[config.mk]
export PLATFORM = sky130hd
export DESIGN_NAME = fifo_read_packer
export DESIGN_NICKNAME = d
export VERILOG_FILES = /design/src/rtl/fifo_read_packer_pkg.sv /design/src/rtl/fifo_read_packer_sat_counter.sv /design/src/rtl/fifo_read_packer.sv
export SDC_FILE = /design/constraint.sdc
export NUM_CORES = 1
export LEC_CHECK = 0
export CELL_PAD_IN_SITES_DETAIL_PLACEMENT = 1
export CELL_PAD_IN_SITES_GLOBAL_PLACEMENT = 1
export CORE_UTILIZATION = 39
export DETAILED_ROUTE_END_ITERATION = 8
export PLACE_DENSITY_LB_ADDON = 0.1
export SETUP_SLACK_MARGIN = 0.15
export SYNTH_ARGS = -nofsm -noshare
export SYNTH_HDL_FRONTEND = slang
export SYNTH_SLANG_ARGS = --single-unit
[constraint.sdc]
create_clock -name clk_i -period 1.2 [get_ports clk_i]
set_input_delay 0.12 -clock clk_i [delete_from_list [all_inputs] [get_ports clk_i]]
set_output_delay 0.12 -clock clk_i [all_outputs]
set_load 0.05 [all_outputs]
[src/rtl/fifo_read_packer_pkg.sv]
// Shared constants and helpers for the FIFO read packer.
// Optional feature macro: FIFO_READ_PACKER_PERF_EN (performance counters).
package fifo_read_packer_pkg;

  localparam int PerfCounterWidth = 32;

  // Increment that sticks at all-ones instead of wrapping.
  function automatic logic [PerfCounterWidth-1:0] sat_inc(
    input logic [PerfCounterWidth-1:0] v
  );
    return (&v) ? v : v + 1'b1;
  endfunction

endpackage

[src/rtl/fifo_read_packer_sat_counter.sv]
// Saturating event counter; sticks at all-ones once reached.
module fifo_read_packer_sat_counter #(
  parameter int Width = 32
) (
  input  logic             clk_i,
  input  logic             rst_ni,
  input  logic             inc_i,
  output logic [Width-1:0] count_o
);

  // Count one per cycle with inc_i, holding at the maximum value.
  always_ff @(posedge clk_i or negedge rst_ni) begin
    if (!rst_ni) begin
      count_o <= '0;
    end else if (inc_i && !(&count_o)) begin
      count_o <= count_o + 1'b1;
    end
  end

endmodule

[src/rtl/fifo_read_packer.sv]
// FIFO read-side packer: requests words from a CDC FIFO only when the
// returned word is guaranteed a home, and packs Ratio words (lane 0 in LSBs)
// into one wide word on a valid/ready stream.
// Optional feature macro: FIFO_READ_PACKER_PERF_EN adds perf_words_o and
// perf_stall_o saturating counters.
module fifo_read_packer
  import fifo_read_packer_pkg::*;
#(
  parameter int Width = 8,
  parameter int Ratio = 4
) (
  input  logic                    clk_i,
  input  logic                    rst_ni,
  input  logic                    fifo_valid_i,
  output logic                    fifo_req_o,
  input  logic [Width-1:0]        fifo_data_i,
  output logic                    out_valid_o,
  input  logic                    out_ready_i,
`ifdef FIFO_READ_PACKER_PERF_EN
  output logic [PerfCounterWidth-1:0] perf_words_o,
  output logic [PerfCounterWidth-1:0] perf_stall_o,
`endif
  output logic [Width*Ratio-1:0]  out_data_o
);

  if (Ratio < 1) begin : g_ratio_check
    $error("fifo_read_packer: Ratio must be >= 1");
  end

  localparam int LaneW = (Ratio > 1) ? $clog2(Ratio) : 1;
  typedef logic [LaneW-1:0] lane_t;
  localparam lane_t LastLane = lane_t'(Ratio - 1);

  lane_t                         lane_q;
  logic                          inflight_q;
  logic [Ratio-1:0][Width-1:0]   asm_q;

  lane_t                         req_lane;
  logic                          completing_now;
  logic                          out_free_next;
  logic                          out_xfer;
  logic [Width*Ratio-1:0]        packed_word;

  // Request decision: the last lane may only be requested when the output
  // register is certain to be free by the time that word completes.
  always_comb begin
    completing_now = inflight_q && (lane_q == LastLane);
    if (!inflight_q) begin
      req_lane = lane_q;
    end else if (lane_q == LastLane) begin
      req_lane = '0;
    end else begin
      req_lane = lane_q + 1'b1;
    end
    out_free_next = (!out_valid_o || out_ready_i) && !completing_now;
    fifo_req_o    = fifo_valid_i && ((req_lane != LastLane) || out_free_next);
    out_xfer      = out_valid_o && out_ready_i;
  end

  // Completed word: earlier lanes from the assembly, top lane straight from the FIFO.
  always_comb begin
    packed_word = asm_q;
    packed_word[(Ratio-1)*Width +: Width] = fifo_data_i;
  end

  // Track the in-flight read and the lane its data belongs to.
  always_ff @(posedge clk_i or negedge rst_ni) begin
    if (!rst_ni) begin
      lane_q     <= '0;
      inflight_q <= 1'b0;
    end else begin
      inflight_q <= fifo_req_o;
      if (inflight_q) begin
        if (lane_q == LastLane) begin
          lane_q <= '0;
        end else begin
          lane_q <= lane_q + 1'b1;
        end
      end
    end
  end

  // Capture returned FIFO data into its assembly lane.
  always_ff @(posedge clk_i or negedge rst_ni) begin
    if (!rst_ni) begin
      asm_q <= '0;
    end else if (inflight_q) begin
      asm_q[lane_q] <= fifo_data_i;
    end
  end

  // Output register: load on completion, clear valid on transfer otherwise.
  always_ff @(posedge clk_i or negedge rst_ni) begin
    if (!rst_ni) begin
      out_valid_o <= 1'b0;
      out_data_o  <= '0;
    end else if (completing_now) begin
      out_valid_o <= 1'b1;
      out_data_o  <= packed_word;
    end else if (out_xfer) begin
      out_valid_o <= 1'b0;
    end
  end

  // A completion must never find the output occupied and stalled.
  completion_slot_free: assert property (
    @(posedge clk_i) disable iff (!rst_ni)
    completing_now |-> (!out_valid_o || out_ready_i)
  );

`ifdef FIFO_READ_PACKER_PERF_EN
  logic stall;
  assign stall = fifo_valid_i && !fifo_req_o;

  fifo_read_packer_sat_counter #(.Width(PerfCounterWidth)) u_perf_words (
    .clk_i   (clk_i),
    .rst_ni  (rst_ni),
    .inc_i   (out_xfer),
    .count_o (perf_words_o)
  );

  fifo_read_packer_sat_counter #(.Width(PerfCounterWidth)) u_perf_stall (
    .clk_i   (clk_i),
    .rst_ni  (rst_ni),
    .inc_i   (stall),
    .count_o (perf_stall_o)
  );
`endif

endmodule

==> results of run 1 <==
cells in the mapped netlist:
cell,number
dfrtp_1,60
mux2_4,29
mux2_2,27
ha_1,4
inv_1,4
buf_12,3
nand2_2,3
a31oi_1,1
buf_6,1
nand2_1,1
nand2_8,1
o21ai_0,1
o21ai_2,1
xor2_1,1
flip-flops by register name (all words and copies together) (netlist names):
name / flops
asm_q: 24
inflight_q: 1
lane_q: 2
out_data_o: 32
out_valid_o: 1
worst min-delay path, cell delays in order:
cell and delay [ns]:
dlygate4sd3_1 0.52, buf_2 0.12, buf_12 0.30
routing by layer:
layer  track usage [%]  vias up  share of wire [%]
met5                 0        -                  0
met4              9.64        0                1.2
met3              4.04        7                3.0
met2              30.3       32                 53
met1              24.7      738                 43
li1                  -      648                  -
through the flow:
stage | cell area, um^2 | hold slack [ns] | power [mW]
final | 3920 | 0.341 | 13.6
after global routing | 3920 | 0.364 | 14.2
after CTS | 3780 | 0.349 | 13.3
after detailed placement | 3420 | 0.166 | 11.1
after global placement | 3420 | 0.143 | 10.9
after floorplan | 2520 | -0.176 | 7.78
logic make-up after synthesis:
logic type | synth area share [%]
mux | 30.2
flops | 61.3
fa+ha+maj | 2.04
buf+inv | 3.53
xor+xnor | 0.358
compound gates | 0.818
simple gates | 1.74
layout by cell type, fill, tap and decap left out, types with 2 or more instances in the layout:
cell / synthesis / routed
clkbuf_8: 0 / 12
mux2_4: 29 / 41
clkdlybuf4s50_1: 0 / 10
inv_2: 0 / 2
mux2_2: 27 / 15
dfrtp_2: 0 / 2
ha_1: 4 / 2
inv_1: 4 / 2
buf_4: 0 / 21
nand2_2: 3 / 4
buf_12: 3 / 38
ha_4: 0 / 2
buf_6: 1 / 6
dfrtp_1: 60 / 58
clkbuf_1: 0 / 3
final timing paths:
path | from | endpoint | slack (ns) | cells past startpoint
max in group asynchronous | rst_ni | inflight_q | 0.60 | 3
min | rst_ni | out_data_o[27] | 0.34 | 3
min reg2reg | asm_q[19] | out_data_o[19] | 0.51 | 1
max reg2reg | lane_q[0] | asm_q[9] | -0.41 | 5
min in group clk_i | fifo_valid_i | inflight_q | 0.39 | 3
max | lane_q[1] | fifo_req_o | -0.49 | 6
area by class of cell:
| type | count | area, um^2 |
|---|---|---|
| Sequential cell | 60 | 1500 |
| Clock inverter | 1 | 5.00 |
| Inverter | 4 | 15.0 |
| Multi-Input combinational cell | 69 | 967 |
| Clock buffer | 15 | 176 |
| Fill cell | 533 | 2080 |
| Timing Repair Buffer | 79 | 1150 |
| Tap cell | 75 | 93.8 |
power breakdown:
part           total [mW]  internal [mW]  switching (mW)  leakage, nW
registers            4.02           3.07           0.946        0.705
clock network        1.65          0.919           0.735       0.0937
logic                7.91           4.51            3.40         1.09
total                13.6           8.49            5.08         1.89
what timing repair did:
item	in CTS	in global routing
gates resized for setup	13	5
hold endpoints to repair	60	0
hold buffers	1	0
pin swaps	2	0
setup endpoints to repair	66	85
cloned	1	1
buffers inserted	12	12
==> out/qor.csv, run 1 <==
metric;value;unit
status;finished with violations;
failing checks;negative setup slack;
Worst slew margin;78.5;%
Die X;81.2;um
CP Cell Sequence;buf_6 -> ha_4 -> nand2_8 -> o21ai_4 -> a31oi_4 -> buf_12;
diodes inserted;0;
critical path launch point type;flop;
Syn Nets;153;
Via density;4.70;
top cell type by total area after synthesis;dfrtp_1;
sequential share of the synthesized area;61.3;%
layout cells sized above 1;66.7;%
Least-Margin Pin Slew;0.321;ns
PortBufs;45;
fin cells;303;
Place WS;-0.311;ns
skew final;0.00613;ns
Worst-path clk slew;0.06;ns
gr usage total;19.1;%
crit path kind;reg2out;
Critical Path RT;1.08;ns
Netlist cell types;14;
ranking of synthesized cells by area;dfrtp_1, mux2_4, mux2_2;
Lkg Pwr;1.89;nW
syn_area_per_cell;17.9;um^2
CP max stage delay;0.42;ns
Final Max Slew Viols;0;
worst setup margin;-0.487;ns
Syn Inst Count;137;
CP endpoint kind;output pin;
antenna violations before repair;0;
top-area cell type share of the netlist area;61.3;%
critical path's top delay family;flip-flops;
first-pass GRT wire length;8.80;mm
Max Cap Violations;0;
Pwr per Cell Area;3470;nW/um^2
CTS Buffer Depth;2;
core area;5990;um^2
largest net degree at the start of global routing;61;
number of H-tree levels;3;
Die Ht;81.2;um
CP Buf/Inv Count;2;
CTS tree;yes;
crit path max-delay cell type;dfrtp_2;
TritonCTS Buffers;9;
Pre-antenna DRT Iters;2;
Final Wtd Congestion;0.631;
CTS root buf;clkbuf_8;
DR iter-0 viols;62;
Initial Utilization;40.9;%
placed insts;260;
final setup violation count;57;
Peak VDD IR;0.00183;V
vias in the first global route;1629;
Fin Setup TNS;-19.39;ns
Routed WL per cell;18.3;um
min cycle time layout;1.69;ns
NumNets Final;239;
post-synthesis register bit count;60;
Worst Hold Class;in2async;
Ys Warns;0;
GR Overflow Total;0;
crit path DAT;1.57;ns
RSZ-0062 raised after global routing;true;
row cnt;28;
# DRC;0;
Die ar.;6600;um^2
Final Hold Viols;0;
area delta synth->final;59.9;%
Final Cycle Share;141;%
DP Wirelength;3.42;mm
worst skew pair latency;0.33;ns
# IOs;46;
Post-Route WL;5.56;mm
synthesized cell area;2450;um^2
crit path max fanout;2;
Max Fclk;593;MHz
post-layout util;65.4;%
Post-DRT Antenna Nets;0;
Num Clock Sinks;60;
via count;1425;
No activity file was read; power rests on OpenSTA's default activity.
==> run 2: changes to the inputs <==
--- a/config.mk
+++ b/config.mk
@@ -9,6 +9,7 @@
 export CELL_PAD_IN_SITES_GLOBAL_PLACEMENT = 1
 export CORE_UTILIZATION = 39
 export DETAILED_ROUTE_END_ITERATION = 8
+export GPL_TIMING_DRIVEN = 0
 export PLACE_DENSITY_LB_ADDON = 0.1
 export SETUP_SLACK_MARGIN = 0.15
 export SYNTH_ARGS = -nofsm -noshare
==> out/qor.csv, run 2 (same netlist as run 1, synthesis figures left out) <==
metric;value;unit;change
status;finished with violations;;
failing checks;negative setup slack;;
register area;1500;um^2;unchanged
CTS tree;yes;;
FILL cells;523;;-1.9%
Worst slew margin;74.8;%;-3.8 points
Biggest register;out_data_o;;
# IOs;46;;unchanged
Final Max Slew Viols;0;;unchanged
Via density;4.75;;+1.1%
Max Fclk;597;MHz;+0.75%
placed insts;258;;-0.77%
crit path max fanout;3;;+1
row cnt;28;;unchanged
crit path max-delay cell type;dfrtp_2;;
Place WS;-0.865;ns;-0.554 ns
Final Hold Viols;0;;unchanged
NumNets Final;239;;unchanged
Fin Setup TNS;-16.45;ns;+2.94 ns
Peak VDD IR;0.00168;V;-8.1%
final setup violation count;59;;+3.5%
area delta synth->final;56.1;%;
TritonCTS Buffers;9;;unchanged
CP endpoint kind;output pin;;
Critical Path RT;1.08;ns;about the same
leading cell type in the layout, fill and taps excluded;dfrtp_1;;
top flop regs;out_data_o (32), asm_q (24), lane_q (2);;
Largest register FFs;32;;unchanged
Die Ht;81.2;um;unchanged
# DRC;0;;unchanged
Die X;81.2;um;unchanged
Lkg Pwr;1.90;nW;+0.57%
gr usage total;19.6;%;+0.49 points
first-pass GRT wire length;8.94;mm;+1.6%
DP Wirelength;3.33;mm;-2.5%
critical path launch point type;flop;;
GR Overflow Total;0;;unchanged
largest net degree at the start of global routing;37;;-39%
PortBufs;45;;unchanged
Worst Hold Class;in2async;;
via count;1440;;+1.1%
CP max stage delay;0.45;ns;+0.03 ns
crit path DAT;1.55;ns;-0.02 ns
vias in the first global route;1507;;-7.5%
R2R setup slack;-0.43;ns;-0.02 ns
Worst R2R End;asm_q[16];;
Post-Route WL;6.20;mm;+12%
number of H-tree levels;3;;unchanged
skew final;0.00471;ns;-0.00142 ns
Least-Margin Pin Slew;0.379;ns;+0.0575 ns
Final Cycle Share;140;%;-1.0 points
min cycle time layout;1.67;ns;-0.0125 ns
Worst-path clk slew;0.07;ns;about the same
worst skew pair latency;0.33;ns;about the same
diodes inserted;0;;unchanged
Initial Utilization;40.9;%;unchanged
CP Cell Sequence;inv_2 -> ha_4 -> nand2_4 -> o21ai_4 -> a31oi_4 -> buf_6;;
Num Clock Sinks;60;;unchanged
Pwr per Cell Area;3440;nW/um^2;-0.78%
core area;5990;um^2;unchanged
Final Wtd Congestion;0.658;;+4.2%
Reg2Reg Depth;6;;+1
multi-input logic area;1070;um^2;+10%
RSZ-0062 raised after global routing;true;;
Die ar.;6600;um^2;unchanged
crit path launch;lane_q[1];;
antenna violations before repair;0;;unchanged
fin cells;303;;unchanged
layout cells sized above 1;68.0;%;+1.3 points
Post-DRT Antenna Nets;0;;unchanged
Max Cap Violations;0;;unchanged
crit path kind;reg2out;;
CTS Buffer Depth;2;;unchanged
most frequent cells in the layout;dfrtp_1, mux2_4, buf_6, buf_4;;
reg2reg start;lane_q[0];;
Routed WL per cell;20.5;um;+12%
Pre-antenna DRT Iters;3;;+1
CTS root buf;clkbuf_8;;
DR iter-0 viols;38;;-39%
worst setup margin;-0.474;ns;+0.0125 ns
run 2: changes by cell type in the layout (fill, tap and decap cells not counted), moves of 4 or more:
cell / change
mux2_2: -11
nand2_2: -4
buf_6: +34
buf_12: -32
mux2_4: +11
buf_4: -6
run 2: final cells by class:
type,count,area share (%)
inverter,4,0.393
tap,75,2.46
clock buffer,11,3.70
buffer,4,1.96
multi-input combinational,69,27.9
sequential,60,39.4
clock inverter,5,1.96
timing repair buffer,75,22.3
run 2: timing repair:
item	4_1_cts	5_1_grt
setup buffers	8	17
pin swaps	8	4
endpoints found under the hold margin	24	0
gates cloned	2	1
hold buffers	1	0
endpoints found under the setup margin	93	120
resized for setup	250	33
run 2: stage by stage:
stage	instance area (um^2)	power, mW	util, %	hold slack [ns]
after floorplan	2520	7.78	-	-0.176
after global placement	3070	9.31	51.2	0.482
after detailed placement	3080	9.53	51.5	0.158
after CTS	3540	12.3	59.0	0.327
after global routing	3820	13.7	63.8	0.301
final	3820	13.2	63.8	0.263
run 2: report_power, final:
part / total [mW] / internal, mW / switching [mW] / leakage (nW)
sequential: 3.88 / 3.08 / 0.804 / 0.705
clock: 2.00 / 1.22 / 0.784 / 0.113
combinational: 7.27 / 3.70 / 3.57 / 1.08
total: 13.2 / 8.00 / 5.15 / 1.90
run 2: layer usage:
layer,global-route usage (%),up-vias,share of wire [%]
met4,5.36,0,0.98
met2,31.4,34,52
met3,5.96,7,4.0
met1,25.7,756,43
met5,0,-,0
li1,-,643,-
run 2: critical path, delay by kind of cell, from the launching register on:
| family | cells | cell delay, ns |
|---|---|---|
| DFF | 1 | 0.45 |
| buffers and inverters | 2 | 0.28 |
| AOI/OAI and AO/OA | 2 | 0.23 |
| adders and majority gates | 1 | 0.21 |
| and+or+nand+nor | 1 | 0.06 |
run 2: worst max path at each step:
stage / cells after the start / end
after floorplan: 5 / inflight_q
after global placement: 1 / out_data_o[25]
after detailed placement: 6 / fifo_req_o
after CTS: 6 / fifo_req_o
after global routing: 6 / fifo_req_o
final: 6 / fifo_req_o
==> run 3: changes to the inputs <==
--- a/config.mk
+++ b/config.mk
@@ -5,9 +5,10 @@
 export SDC_FILE = /design/constraint.sdc
 export NUM_CORES = 1
 export LEC_CHECK = 0
+export ABC_AREA = 1
 export CELL_PAD_IN_SITES_DETAIL_PLACEMENT = 1
 export CELL_PAD_IN_SITES_GLOBAL_PLACEMENT = 1
-export CORE_UTILIZATION = 39
+export CORE_UTILIZATION = 35
 export DETAILED_ROUTE_END_ITERATION = 8
 export GPL_TIMING_DRIVEN = 0
 export PLACE_DENSITY_LB_ADDON = 0.1
==> out/qor.csv, run 3 <==
metric;value;unit;change
Final Cycle Share;148;%;+8.3 points
sequential share of the synthesized area;63.4;%;+2.1 points
Pwr per Cell Area;2970;nW/um^2;-14%
antenna violations before repair;0;;unchanged
Syn Inst Count;240;;+75%
post-synthesis async set-or-reset flop share;100;%;unchanged
Critical Path RT;1.08;ns;about the same
Final Max Slew Viols;0;;unchanged
CP endpoint kind;output pin;;
Worst-path clk slew;0.07;ns;about the same
CP max stage delay;0.44;ns;about the same
Final Hold Viols;0;;unchanged
worst setup margin;-0.573;ns;-0.0991 ns
top cell type by total area after synthesis;dfrtp_1;;
number of H-tree levels;3;;unchanged
NumNets Final;341;;+43%
CP Cell Sequence;inv_2 -> ha_4 -> nand2_2 -> nand2_2 -> nand3_2 -> nand2_2 -> clkinvlp_4 -> buf_8;;
Pre-antenna DRT Iters;6;;+3
Initial Utilization;36.9;%;-4.0 points
Final Wtd Congestion;0.745;;+13%
total power;11.2;mW;-15%
finished layout cell area;3770;um^2;-1.2%
Least-Margin Pin Slew;0.394;ns;+0.0153 ns
metal2 WL;3.61;mm;+13%
# IOs;46;;unchanged
final setup violation count;50;;-15%
syn_area_per_cell;9.86;um^2;-45%
Die X;84.2;um;+3.7%
Netlist cell types;11;;-3
TritonCTS Buffers;9;;unchanged
synthesized cell area;2370;um^2;-3.3%
Place WS;-0.917;ns;-0.0527 ns
Crit path top cell by count;nand2_2;;
Max Used Layer;met4;;
post-layout util;58.8;%;-5.0 points
fin cells;407;;+34%
Max Fclk;564;MHz;-5.6%
ranking of synthesized cells by area;dfrtp_1, nand2_1, nand3_1;;
critical path's top delay family;flip-flops;;
RSZ-0062 raised after global routing;true;;
Syn Nets;256;;+67%
DP Wirelength;3.85;mm;+15%
Ys Warns;0;;unchanged
Largest register FFs;32;;unchanged
Die ar.;7100;um^2;+7.5%
gr usage total;20.4;%;+0.77 points
DR iter-0 viols;125;;+230%
PortBufs;45;;unchanged
Lkg Pwr;1.86;nW;-1.8%
metal1 wirelength;3.06;mm;+14%
multi-input logic area;971;um^2;-8.9%
FILL cells;691;;+32%
status;finished with violations;;
first-pass GRT wire length;10.7;mm;+20%
via count;2010;;+40%
EDFF count, synth;0;;unchanged
placed cell areas;2950;um^2;-4.3%
Met3 Wirelength;249;um;-0.40%
top flop regs;out_data_o (32), asm_q (24), lane_q (2);;
Worst Hold Class;in2async;;
Worst slew margin;73.7;%;-1.0 points
synth cell count leaders;nand2_1, dfrtp_1, nand3_1;;
top_reg_cell synth;dfrtp_1;;
min cycle time layout;1.77;ns;+0.0991 ns
crit path max-delay cell type;dfrtp_1;;
area delta synth->final;59.4;%;
critical path launch point type;flop;;
Max Cap Violations;0;;unchanged
vias in the first global route;1960;;+30%
dominant cell by count in the synthesized netlist;nand2_1;;
CTS root buf;clkbuf_8;;
crit path DAT;1.65;ns;+0.10 ns
Biggest register;out_data_o;;
crit path launch;lane_q[1];;
failing checks;design-rule violations, negative setup slack;;
Peak VDD IR;0.00137;V;-19%
crit path max fanout;3;;unchanged
Post-Route WL;7.08;mm;+14%
GR Overflow Total;0;;unchanged
top-area cell type share of the netlist area;63.4;%;+2.1 points
placed insts;363;;+41%
skew final;0.00620;ns;+0.00149 ns
most frequent cells in the layout;nand2_1, dfrtp_1, buf_6, o21ai_2, buf_4;;
layout cells sized above 1;44.8;%;-23 points
row cnt;29;;+3.6%
crit path kind;reg2out;;
Num Clock Sinks;60;;unchanged
CTS Buffer Depth;2;;unchanged
core area;6420;um^2;+7.2%
Via density;4.94;;+3.9%
register area;1500;um^2;unchanged
diodes inserted;0;;unchanged
reg2reg start;lane_q[1];;
post-synthesis register bit count;60;;unchanged
Die Ht;84.2;um;+3.7%
# DRC;6;;+6
largest net degree at the start of global routing;35;;-5.4%
Routed WL per cell;17.4;um;-15%
CTS tree;yes;;
CP Buf/Inv Count;3;;+1
Post-DRT Antenna Nets;0;;unchanged
leading cell type in the layout, fill and taps excluded;nand2_1;;
worst skew pair latency;0.34;ns;about the same
run 3: changes by cell type after synthesis, moves of 2 or more:
cell / previous run / this run
nand2_1: 1 / 92
mux2_4: 29 / 0
mux2_2: 27 / 0
nand3_1: 0 / 25
o21ai_0: 1 / 24
inv_1: 4 / 13
buf_2: 0 / 7
buf_6: 1 / 6
o21ai_2: 1 / 6
buf_12: 3 / 0
nand2_2: 3 / 0
o21ai_1: 0 / 2
run 3: report_power, final:
group	total (mW)	leakage (nW)	switching [mW]	internal (mW)
Sequential	3.66	0.745	0.700	2.96
Combinational	5.86	1.02	3.49	2.37
Clock	1.68	0.0961	0.824	0.856
Total	11.2	1.86	5.01	6.19
run 3: repair_timing:
action | in CTS | in global routing
setup endpoints to repair | 92 | 123
endpoints found under the hold margin | 26 | 0
pin swaps | 4 | 4
cloned | 3 | 3
setup buffers | 8 | 13
hold buffers | 1 | 0
resized for setup | 257 | 88
run 3: metal layers:
metal	vias to the layer above	track usage [%]
met1	1011	26.3
li1	939	-
met2	44	32.8
met3	16	4.72
met4	0	9.25
met5	-	0
run 3: layout make-up:
| cell class | instances | share of cell area, % |
|---|---|---|
| plain buffers | 13 | 3.75 |
| well taps | 77 | 2.55 |
| flip-flops and latches | 60 | 39.9 |
| multi-input cells | 154 | 25.7 |
| clock buffers | 12 | 4.11 |
| inverters | 13 | 1.39 |
| repair buffers | 74 | 22.0 |
| clock inverters | 4 | 0.630 |
run 3: worst register-to-register path, stage by stage, from the launching register on:
cell and delay (ns):
dfrtp_1 0.44, ha_2 0.20, buf_6 0.13, buf_4 0.13, buf_6 0.11, buf_8 0.13, buf_8 0.14, nand3_1 0.07
nand2_1 0.06
run 3: kinds of logic after synthesis:
group,synth area share [%]
DFF,63.4
AOI/OAI and AO/OA,7.72
buffers and inverters,6.40
adders and majority gates,2.11
and+or+nand+nor,20.3
run 3: per-stage QoR:
| stage | hold WS (ns) | setup TNS [ns] |
|---|---|---|
| final | 0.267 | -9.79 |
| after global routing | 0.289 | -11.29 |
| after CTS | 0.353 | -8.35 |
| after detailed placement | 0.177 | -7.62 |
| after global placement | 0.452 | -125.38 |
| after floorplan | -0.176 | -0.357 |
run 3: final timing paths:
| path | cells past startpoint | slack (ns) | to |
|---|---|---|---|
| min in group clk_i | 4 | 0.47 | out_valid_o |
| max in group asynchronous | 3 | 0.41 | lane_q[0] |
| hold reg to reg | 2 | 0.48 | out_data_o[1] |
| setup / recovery | 8 | -0.57 | fifo_req_o |
| hold / removal | 2 | 0.27 | out_data_o[6] |
| setup reg to reg | 8 | -0.32 | out_data_o[3] |
